File: src/rtl/console_pkg.sv
// rtl/console_pkg.sv - console register addresses, RX FSM state encoding and baud helper
package console_pkg;

  localparam logic [15:0] ADRS_RCSR = 16'o177560;
  localparam logic [15:0] ADRS_RBUF = 16'o177562;
  localparam logic [15:0] ADRS_XCSR = 16'o177564;
  localparam logic [15:0] ADRS_XBUF = 16'o177566;

  typedef enum logic [2:0] {
    IDLE   = 3'd0,
    START  = 3'd1,
    DATA   = 3'd2,
    PARITY = 3'd3,
    STOP   = 3'd4,
    BREAK  = 3'd5
  } rx_state_t;

  function automatic int clks_per_bit(input int clk_frq, input int baud_rate);
    return clk_frq / baud_rate;
  endfunction

endpackage

File: src/rtl/console_rx_fifo_if.sv
// rtl/console_rx_fifo_if.sv - RBUF/RCSR side of the console receiver (CPU master, receiver slave)
interface console_rx_fifo_if #(
  parameter int FIFO_DEPTH_LOG2 = 4
);
  logic                     rd_strobe;
  logic [7:0]               rbuf;
  logic                     rcsr_done;
  logic                     rx_overrun;
  logic                     rx_framing_err;
  logic                     rx_parity_err;
  logic [FIFO_DEPTH_LOG2:0] fifo_count;

  modport master (
    output rd_strobe,
    input  rbuf, rcsr_done, rx_overrun, rx_framing_err, rx_parity_err, fifo_count
  );

  modport slave (
    input  rd_strobe,
    output rbuf, rcsr_done, rx_overrun, rx_framing_err, rx_parity_err, fifo_count
  );
endinterface

File: src/rtl/rx_fifo_mem.sv
// rtl/rx_fifo_mem.sv - dual-pointer byte FIFO, register array with show-ahead read
module rx_fifo_mem #(
  parameter int AW = 4
) (
  input  logic          clk,
  input  logic          reset_n,
  input  logic          wr_en,
  input  logic [7:0]    wr_data,
  input  logic          rd_en,
  output logic [7:0]    rd_data,
  output logic          full,
  output logic          empty,
  output logic [AW:0]   count
);
  localparam int DEPTH = 1 << AW;

  logic [7:0]    mem [DEPTH];
  logic [AW-1:0] wr_ptr;
  logic [AW-1:0] rd_ptr;
  logic [AW:0]   cnt;
  logic          do_wr;
  logic          do_rd;

  assign empty = (cnt == '0);
  assign full  = (cnt == (AW+1)'(DEPTH));
  // A pop makes room for a push in the same cycle; a pop on empty is ignored.
  assign do_rd = rd_en && !empty;
  assign do_wr = wr_en && (!full || do_rd);

  always_ff @(posedge clk) begin
    if (do_wr) mem[wr_ptr] <= wr_data;
  end

  always_ff @(posedge clk or negedge reset_n) begin
    if (!reset_n) begin
      wr_ptr <= '0;
      rd_ptr <= '0;
      cnt    <= '0;
    end else begin
      if (do_wr) wr_ptr <= wr_ptr + 1'b1;
      if (do_rd) rd_ptr <= rd_ptr + 1'b1;
      case ({do_wr, do_rd})
        2'b10:   cnt <= cnt + 1'b1;
        2'b01:   cnt <= cnt - 1'b1;
        default: cnt <= cnt;
      endcase
    end
  end

  assign rd_data = mem[rd_ptr];
  assign count   = cnt;
endmodule

File: src/rtl/console_rx_fifo.sv
// rtl/console_rx_fifo.sv - buffered console UART receiver behind RCSR/RBUF
// Optional even-parity 11-bit frames when CONSOLE_RX_PARITY_EN is defined.
module console_rx_fifo
  import console_pkg::*;
#(
  parameter int CLK_FRQ         = 27_000_000,
  parameter int BAUD_RATE       = 115200,
  parameter int FIFO_DEPTH_LOG2 = 4
) (
  input  logic             clk,
  input  logic             reset_n,
  input  logic             rx_in,
  console_rx_fifo_if.slave bus
);
  localparam int          CPB     = clks_per_bit(CLK_FRQ, BAUD_RATE);
  localparam logic [15:0] CPB_M1  = 16'(CPB - 1);
  localparam logic [15:0] HALF_M1 = 16'(CPB / 2 - 1);

  logic        sync1, sync2;
  rx_state_t   state, state_nxt;
  logic [15:0] cnt, cnt_nxt;
  logic [2:0]  bit_idx, idx_nxt;
  logic [7:0]  shift, shift_nxt;
  logic        push_q, push_nxt;
  logic        ferr_set;
  logic        ovr_q, ferr_q;
  logic [7:0]  head;
  logic        full, empty;
  logic [FIFO_DEPTH_LOG2:0] count;
`ifdef CONSOLE_RX_PARITY_EN
  logic        perr_set, perr_q;
`endif

  always_ff @(posedge clk or negedge reset_n) begin
    if (!reset_n) begin
      sync1   <= 1'b1;
      sync2   <= 1'b1;
      state   <= IDLE;
      cnt     <= '0;
      bit_idx <= '0;
      shift   <= '0;
      push_q  <= 1'b0;
    end else begin
      sync1   <= rx_in;
      sync2   <= sync1;
      state   <= state_nxt;
      cnt     <= cnt_nxt;
      bit_idx <= idx_nxt;
      shift   <= shift_nxt;
      push_q  <= push_nxt;
    end
  end

  always_comb begin
    state_nxt = state;
    cnt_nxt   = cnt;
    idx_nxt   = bit_idx;
    shift_nxt = shift;
    push_nxt  = 1'b0;
    ferr_set  = 1'b0;
`ifdef CONSOLE_RX_PARITY_EN
    perr_set  = 1'b0;
`endif
    case (state)
      IDLE: if (!sync2) begin
        cnt_nxt   = HALF_M1;
        state_nxt = START;
      end
      // Mid-bit resample rejects line glitches shorter than half a bit.
      START: if (cnt != '0) cnt_nxt = cnt - 16'd1;
        else if (sync2) state_nxt = IDLE;
        else begin
          state_nxt = DATA;
          idx_nxt   = '0;
          cnt_nxt   = CPB_M1;
        end
      DATA: if (cnt != '0) cnt_nxt = cnt - 16'd1;
        else begin
          shift_nxt = {sync2, shift[7:1]};
          cnt_nxt   = CPB_M1;
          if (bit_idx == 3'd7) begin
`ifdef CONSOLE_RX_PARITY_EN
            state_nxt = PARITY;
`else
            state_nxt = STOP;
`endif
          end else begin
            idx_nxt = bit_idx + 3'd1;
          end
        end
`ifdef CONSOLE_RX_PARITY_EN
      PARITY: if (cnt != '0) cnt_nxt = cnt - 16'd1;
        else begin
          perr_set  = (sync2 != ^shift);
          cnt_nxt   = CPB_M1;
          state_nxt = STOP;
        end
`endif
      STOP: if (cnt != '0) cnt_nxt = cnt - 16'd1;
        else if (sync2) begin
          push_nxt  = 1'b1;
          state_nxt = IDLE;
        end else begin
          ferr_set  = 1'b1;
          state_nxt = BREAK;
        end
      BREAK: if (sync2) state_nxt = IDLE;
      default: state_nxt = IDLE;
    endcase
  end

  rx_fifo_mem #(.AW(FIFO_DEPTH_LOG2)) u_fifo (
    .clk     (clk),
    .reset_n (reset_n),
    .wr_en   (push_q),
    .wr_data (shift),
    .rd_en   (bus.rd_strobe),
    .rd_data (head),
    .full    (full),
    .empty   (empty),
    .count   (count)
  );

  // Sticky flags: a set in the same cycle as the clearing read wins.
  always_ff @(posedge clk or negedge reset_n) begin
    if (!reset_n) begin
      ovr_q  <= 1'b0;
      ferr_q <= 1'b0;
    end else begin
      if (push_q && full && !bus.rd_strobe) ovr_q <= 1'b1;
      else if (bus.rd_strobe)               ovr_q <= 1'b0;
      if (ferr_set)           ferr_q <= 1'b1;
      else if (bus.rd_strobe) ferr_q <= 1'b0;
    end
  end

`ifdef CONSOLE_RX_PARITY_EN
  always_ff @(posedge clk or negedge reset_n) begin
    if (!reset_n)           perr_q <= 1'b0;
    else if (perr_set)      perr_q <= 1'b1;
    else if (bus.rd_strobe) perr_q <= 1'b0;
  end
  assign bus.rx_parity_err = perr_q;
`else
  assign bus.rx_parity_err = 1'b0;
`endif

  assign bus.rbuf           = empty ? 8'h00 : head;
  assign bus.rcsr_done      = !empty;
  assign bus.rx_overrun     = ovr_q;
  assign bus.rx_framing_err = ferr_q;
  assign bus.fifo_count     = count;
endmodule

File: src/flat_wrapper.sv
// flat-port wrapper written by rule: the top's interface ports become plain ports
module console_rx_fifo_flat import console_pkg::*;
#(
  parameter int CLK_FRQ         = 27_000_000,
  parameter int BAUD_RATE       = 115200,
  parameter int FIFO_DEPTH_LOG2 = 4
)
  (clk, reset_n, rx_in, bus_rd_strobe, bus_rbuf, bus_rcsr_done, bus_rx_overrun, bus_rx_framing_err, bus_rx_parity_err, bus_fifo_count);
  console_rx_fifo_if #(.FIFO_DEPTH_LOG2(FIFO_DEPTH_LOG2)) bus_i ();
  input  logic clk;
  input  logic reset_n;
  input  logic rx_in;
  input wire logic [$bits(bus_i.rd_strobe)-1:0] bus_rd_strobe;
  output wire logic [$bits(bus_i.rbuf)-1:0] bus_rbuf;
  output wire logic [$bits(bus_i.rcsr_done)-1:0] bus_rcsr_done;
  output wire logic [$bits(bus_i.rx_overrun)-1:0] bus_rx_overrun;
  output wire logic [$bits(bus_i.rx_framing_err)-1:0] bus_rx_framing_err;
  output wire logic [$bits(bus_i.rx_parity_err)-1:0] bus_rx_parity_err;
  output wire logic [$bits(bus_i.fifo_count)-1:0] bus_fifo_count;
  assign bus_i.rd_strobe = bus_rd_strobe;
  assign bus_rbuf = bus_i.rbuf;
  assign bus_rcsr_done = bus_i.rcsr_done;
  assign bus_rx_overrun = bus_i.rx_overrun;
  assign bus_rx_framing_err = bus_i.rx_framing_err;
  assign bus_rx_parity_err = bus_i.rx_parity_err;
  assign bus_fifo_count = bus_i.fifo_count;
  console_rx_fifo #(.CLK_FRQ(CLK_FRQ), .BAUD_RATE(BAUD_RATE), .FIFO_DEPTH_LOG2(FIFO_DEPTH_LOG2)) u_core (.clk(clk), .reset_n(reset_n), .rx_in(rx_in), .bus(bus_i));
endmodule
File: config.mk
export PLATFORM = sky130hd
export DESIGN_NAME = console_rx_fifo_flat
export DESIGN_NICKNAME = d
export VERILOG_FILES = /design/src/rtl/console_pkg.sv /design/src/rtl/console_rx_fifo_if.sv /design/src/rtl/rx_fifo_mem.sv /design/src/rtl/console_rx_fifo.sv /design/src/flat_wrapper.sv
export SDC_FILE = /design/constraint.sdc
export NUM_CORES = 1
export LEC_CHECK = 0
export ABC_AREA = 1
export BUFFER_PORTS_ARGS = -buffer_cell sky130_fd_sc_hd__buf_2
export CAP_MARGIN = 20
export CORE_ASPECT_RATIO = 0.7
export CORE_MARGIN = 4
export CORE_UTILIZATION = 45
export DETAILED_ROUTE_END_ITERATION = 16
export PLACE_DENSITY = 0.65
export SYNTH_ARGS = -nofsm -noshare
export SYNTH_HDL_FRONTEND = slang
export SYNTH_SLANG_ARGS = --single-unit
File: constraint.sdc
create_clock -name clk -period 1.75 [get_ports clk]
set_input_delay 0.4375 -clock clk [delete_from_list [all_inputs] [get_ports clk]]
set_output_delay 0.4375 -clock clk [all_outputs]
set_load 0.03 [all_outputs]
==> key figures <==
Worst setup path
  – CP Cell Sequence: clkinv_4, bufbuf_16, nor2_1, nor2_1, o31ai_1, buf_4, a21oi_4, buf_6
  – Register-to-Register Path Depth: 15
  – Terminus of the critical flop-to-flop path: u_core.u_fifo.count[4]
  – Worst Path Required: 1.31 ns
  – CP endpoint kind: output port
  – Slowest cell delay on critical path: 0.46 ns
  – Critical path buffer and inverter count: 4
  – Worst r2r src: u_core.u_fifo.count[3]
  – CP startpoint kind: register
  – Reg2reg setup slack: -0.26 ns
  – Critical path type: reg2out
  – Worst-path fanout max: 11
  – CP max stage cell: dfrtp_2
  – Most used cell, CP: nor2_1
  – CP top delay family: buffers and inverters
  – Arr. time, crit path: 2.06 ns

Routing
  – Routed wire length: 20.2 mm
  – Antenna-violating nets left: 0
  – Initial drt markers: 731
  – Routed wire per std cell: 17.7 µm
  – Drc violations: 0
  – Vias: 6082
  – Vias per inst: 5.31
  – DRT Pass-1 Iters: 5

Logic synthesis
  – Synthesized instance count: 800
  – Register area share after synthesis: 0.635
  – Netlist cell types: 35
  – Cell Area, Synth: 0.00795 mm²
  – Top-area cell type share of the netlist area: 0.484
  – Area leader, netlist: edfxtp_1
  – Syn Nets: 816
  – YS warnings: 0
  – Post-Syn Area per Cell: 9.93 µm²
  – #FFs+latches synth: 176
  – Largest cells by area after synthesis: edfxtp_1 48%, dfrtp_1 14%, nand2_1 12%, nand3_1 5.9%, nor2_1 3.3%

Place
  – Port-buffer cells: 19
  – HPWL after DPL: 13.3 mm
  – Post-placement cell area: 0.00898 mm²
  – Dpl cells: 1091
  – Routability congestion estimate: 0.880

Run status
  – Failing checks: negative setup slack
  – Status: finished, violations left

Power and ir drop
  – Worst VDD drop: 805 µV
  – Total power: 13700 µW
  – Leakage: 0.00443 µW
  – Cell Pwr Density: 1320 mW/mm²

Cells and area
  – Final nets: 917
  – Share of cells above drive strength 1: 0.288
  – Area grow syn2layout: 30.2%
  – Most frequent cells in the layout: 237 x nand2_1, 128 x edfxtp_1, 84 x nand3_1
  – Filler Cell Count: 1382
  – Leading cell type in the layout, fill and taps excluded: nand2_1
  – Antenna cells: 0
  – Final Cell Area: 0.0103 mm²
  – Post-Layout Cell Count: 1145

Clocking
  – CTS tree: built
  – Longest Clk Path Bufs: 2
  – Depth of the CTS H-tree: 4
  – # clock sinks: 176
  – Root Driver: clkbuf_16
  – Num CTS Buffers: 17
  – Worst-path clk slew: 0.07 ns
  – Clock latency on the worst-skew pair: 0.43 ns

Global routing
  – Global route total overflow: 0
  – Vias in the first global route: 5649
  – Global-route wire length before repair: 32.3 mm
  – Pin count of the biggest net entering global routing: 49
  – Tot GR Track Use: 0.210
  – Initial antenna violation count: 0

Timing
  – Final Skew: 0.0106 ns
  – Max-slew headroom: 0.474
  – Worst setup margin: -0.744 ns
  – Worst-margin pin slew: 0.788 ns
  – Unrepaired setup endpoints after global routing: yes
  – Max Freq: 0.401 GHz
  – Fin. Hold Viols: 0
  – Final setup viols: 110
  – Final worst path period share: 1.42
  – Max Transition Viols Final: 0
  – Final critical-path required period: 2.49 ns

Hold path
  – Hold endpoint: u_core.sync1
  – Hold WC Path Type: in2reg
  – Worst Min Path Start: rx_in
  – Number of cells on the worst hold path: 1

Die
  – Core Region: 0.0172 mm²
  – Num ports: 21
  – Num rows: 40
  – Die height: 119 µm
  – Initial Utilization: 0.461
  – Die area: 0.0199 mm²
  – Horiz. Die Dim: 167 µm

Job
  – # Max-Cap Violations: 0
==> Yosys cell counts <==
library cell and n:
nand2_4 1, nand3_1 94, nand3_4 1, buf_1 2, inv_1 41, o21ai_0 24
conb_1 1, o21ai_1 1, buf_6 1, or2_1 1, o21ai_2 1, ha_1 11
o22ai_1 2, or2_2 1, clkbuf_1 10, xor2_1 12, nor2_2 5, dfrtp_1 46
buf_4 1, nand2_1 253, edfxtp_1 128, nand3_2 3, clkinv_1 4, o31ai_1 8
nor2_1 69, nor3_1 3, dfstp_2 2, inv_2 7, nand2_2 5, fa_1 1
nor2_4 2, buf_2 13, nand3b_1 1, a21oi_1 31, nand4_1 14
==> layout make-up <==
type,count,area [µm²],area share
well taps,231,289,0.0279
inverters,52,225,0.0218
flip-flops and latches,176,5060,0.489
clock buffers,17,425,0.0411
clock inverters,15,141,0.0137
repair buffers,109,1120,0.109
multi-input cells,545,3090,0.298
==> where the power goes <==
| part | switching, µW | internal [µW] |
|---|---|---|
| sequential | 115 | 4550 |
| combinational | 2970 | 2360 |
| clock | 1760 | 1890 |
| total | 4840 | 8810 |
==> registers in the layout, summed over array words and instances, names as in the netlist <==
signal	flops
u_core.sync2	1
u_core.u_fifo.count	5
u_core.u_fifo.rd_ptr	4
u_core.push_q	1
u_core.sync1	1
u_core.bus.rx_framing_err	1
u_core.bus.rx_overrun	1
u_core.cnt	16
u_core.state	3
u_core.u_fifo.mem	128
u_core.shift	8
u_core.bit_idx	3
u_core.u_fifo.wr_ptr	4
==> how the worst max path moves through the flow <==
| stage | start | to | slack (ns) | depth (start not counted) |
|---|---|---|---|---|
| 3_3_place_gp | u_core.u_fifo.rd_ptr[0] | bus_rbuf[6] | -0.35 | 8 |
| 3_5_place_dp | u_core.u_fifo.rd_ptr[0] | bus_rbuf[6] | -0.36 | 8 |
| 4_1_cts | u_core.u_fifo.rd_ptr[0] | bus_rbuf[6] | -0.68 | 9 |
| 5_1_grt | u_core.u_fifo.rd_ptr[0] | bus_rbuf[0] | -0.79 | 8 |
| 6_report | u_core.u_fifo.rd_ptr[0] | bus_rbuf[0] | -0.74 | 8 |
| 2_1_floorplan | u_core.u_fifo.count[2] | u_core.u_fifo.count[3] | -0.49 | 12 |
==> cells by family after synthesis <==
kind of cell / synth area share
other: 0.000472
AOI/OAI and AO/OA: 0.0455
adders and majority gates: 0.0198
buffers and inverters: 0.0408
and+or+nand+nor: 0.245
xor gates and xnor gates: 0.0132
DFF: 0.635
==> metrics by stage <==
step	setup slack [ns]	hold slack (ns)	TNS, ns	util
finish	-0.744	0.108	-12.22	0.601
global route	-0.793	0.0933	-17.33	0.601
CTS	-0.681	0.0927	-6.05	0.584
detailed placement	-0.359	0.351	-25.55	0.522
global placement	-0.349	0.354	-25.39	0.522
floorplan	-0.488	0.142	-6.35	-
==> timing repair <==
| action | in CTS | in global routing |
|---|---|---|
| endpoints found under the hold margin | 1 | 0 |
| endpoints found under the setup margin | 140 | 121 |
| gates resized for setup | 85 | 56 |
| gates cloned | 2 | 0 |
| hold buffers | 1 | 0 |
| pin swaps | 19 | 24 |
| buffers inserted | 14 | 12 |
==> routing by layer <==
| metal | vias to the layer above | part of all wire | GRT usage |
|---|---|---|---|
| li1 | 2921 | - | - |
| met1 | 2885 | 0.48 | 0.332 |
| met2 | 250 | 0.42 | 0.295 |
| met3 | 26 | 0.090 | 0.0435 |
| met4 | 0 | 0.014 | 0.0547 |
| met5 | - | 0 | 0 |
(Power assumes the default switching activity.)
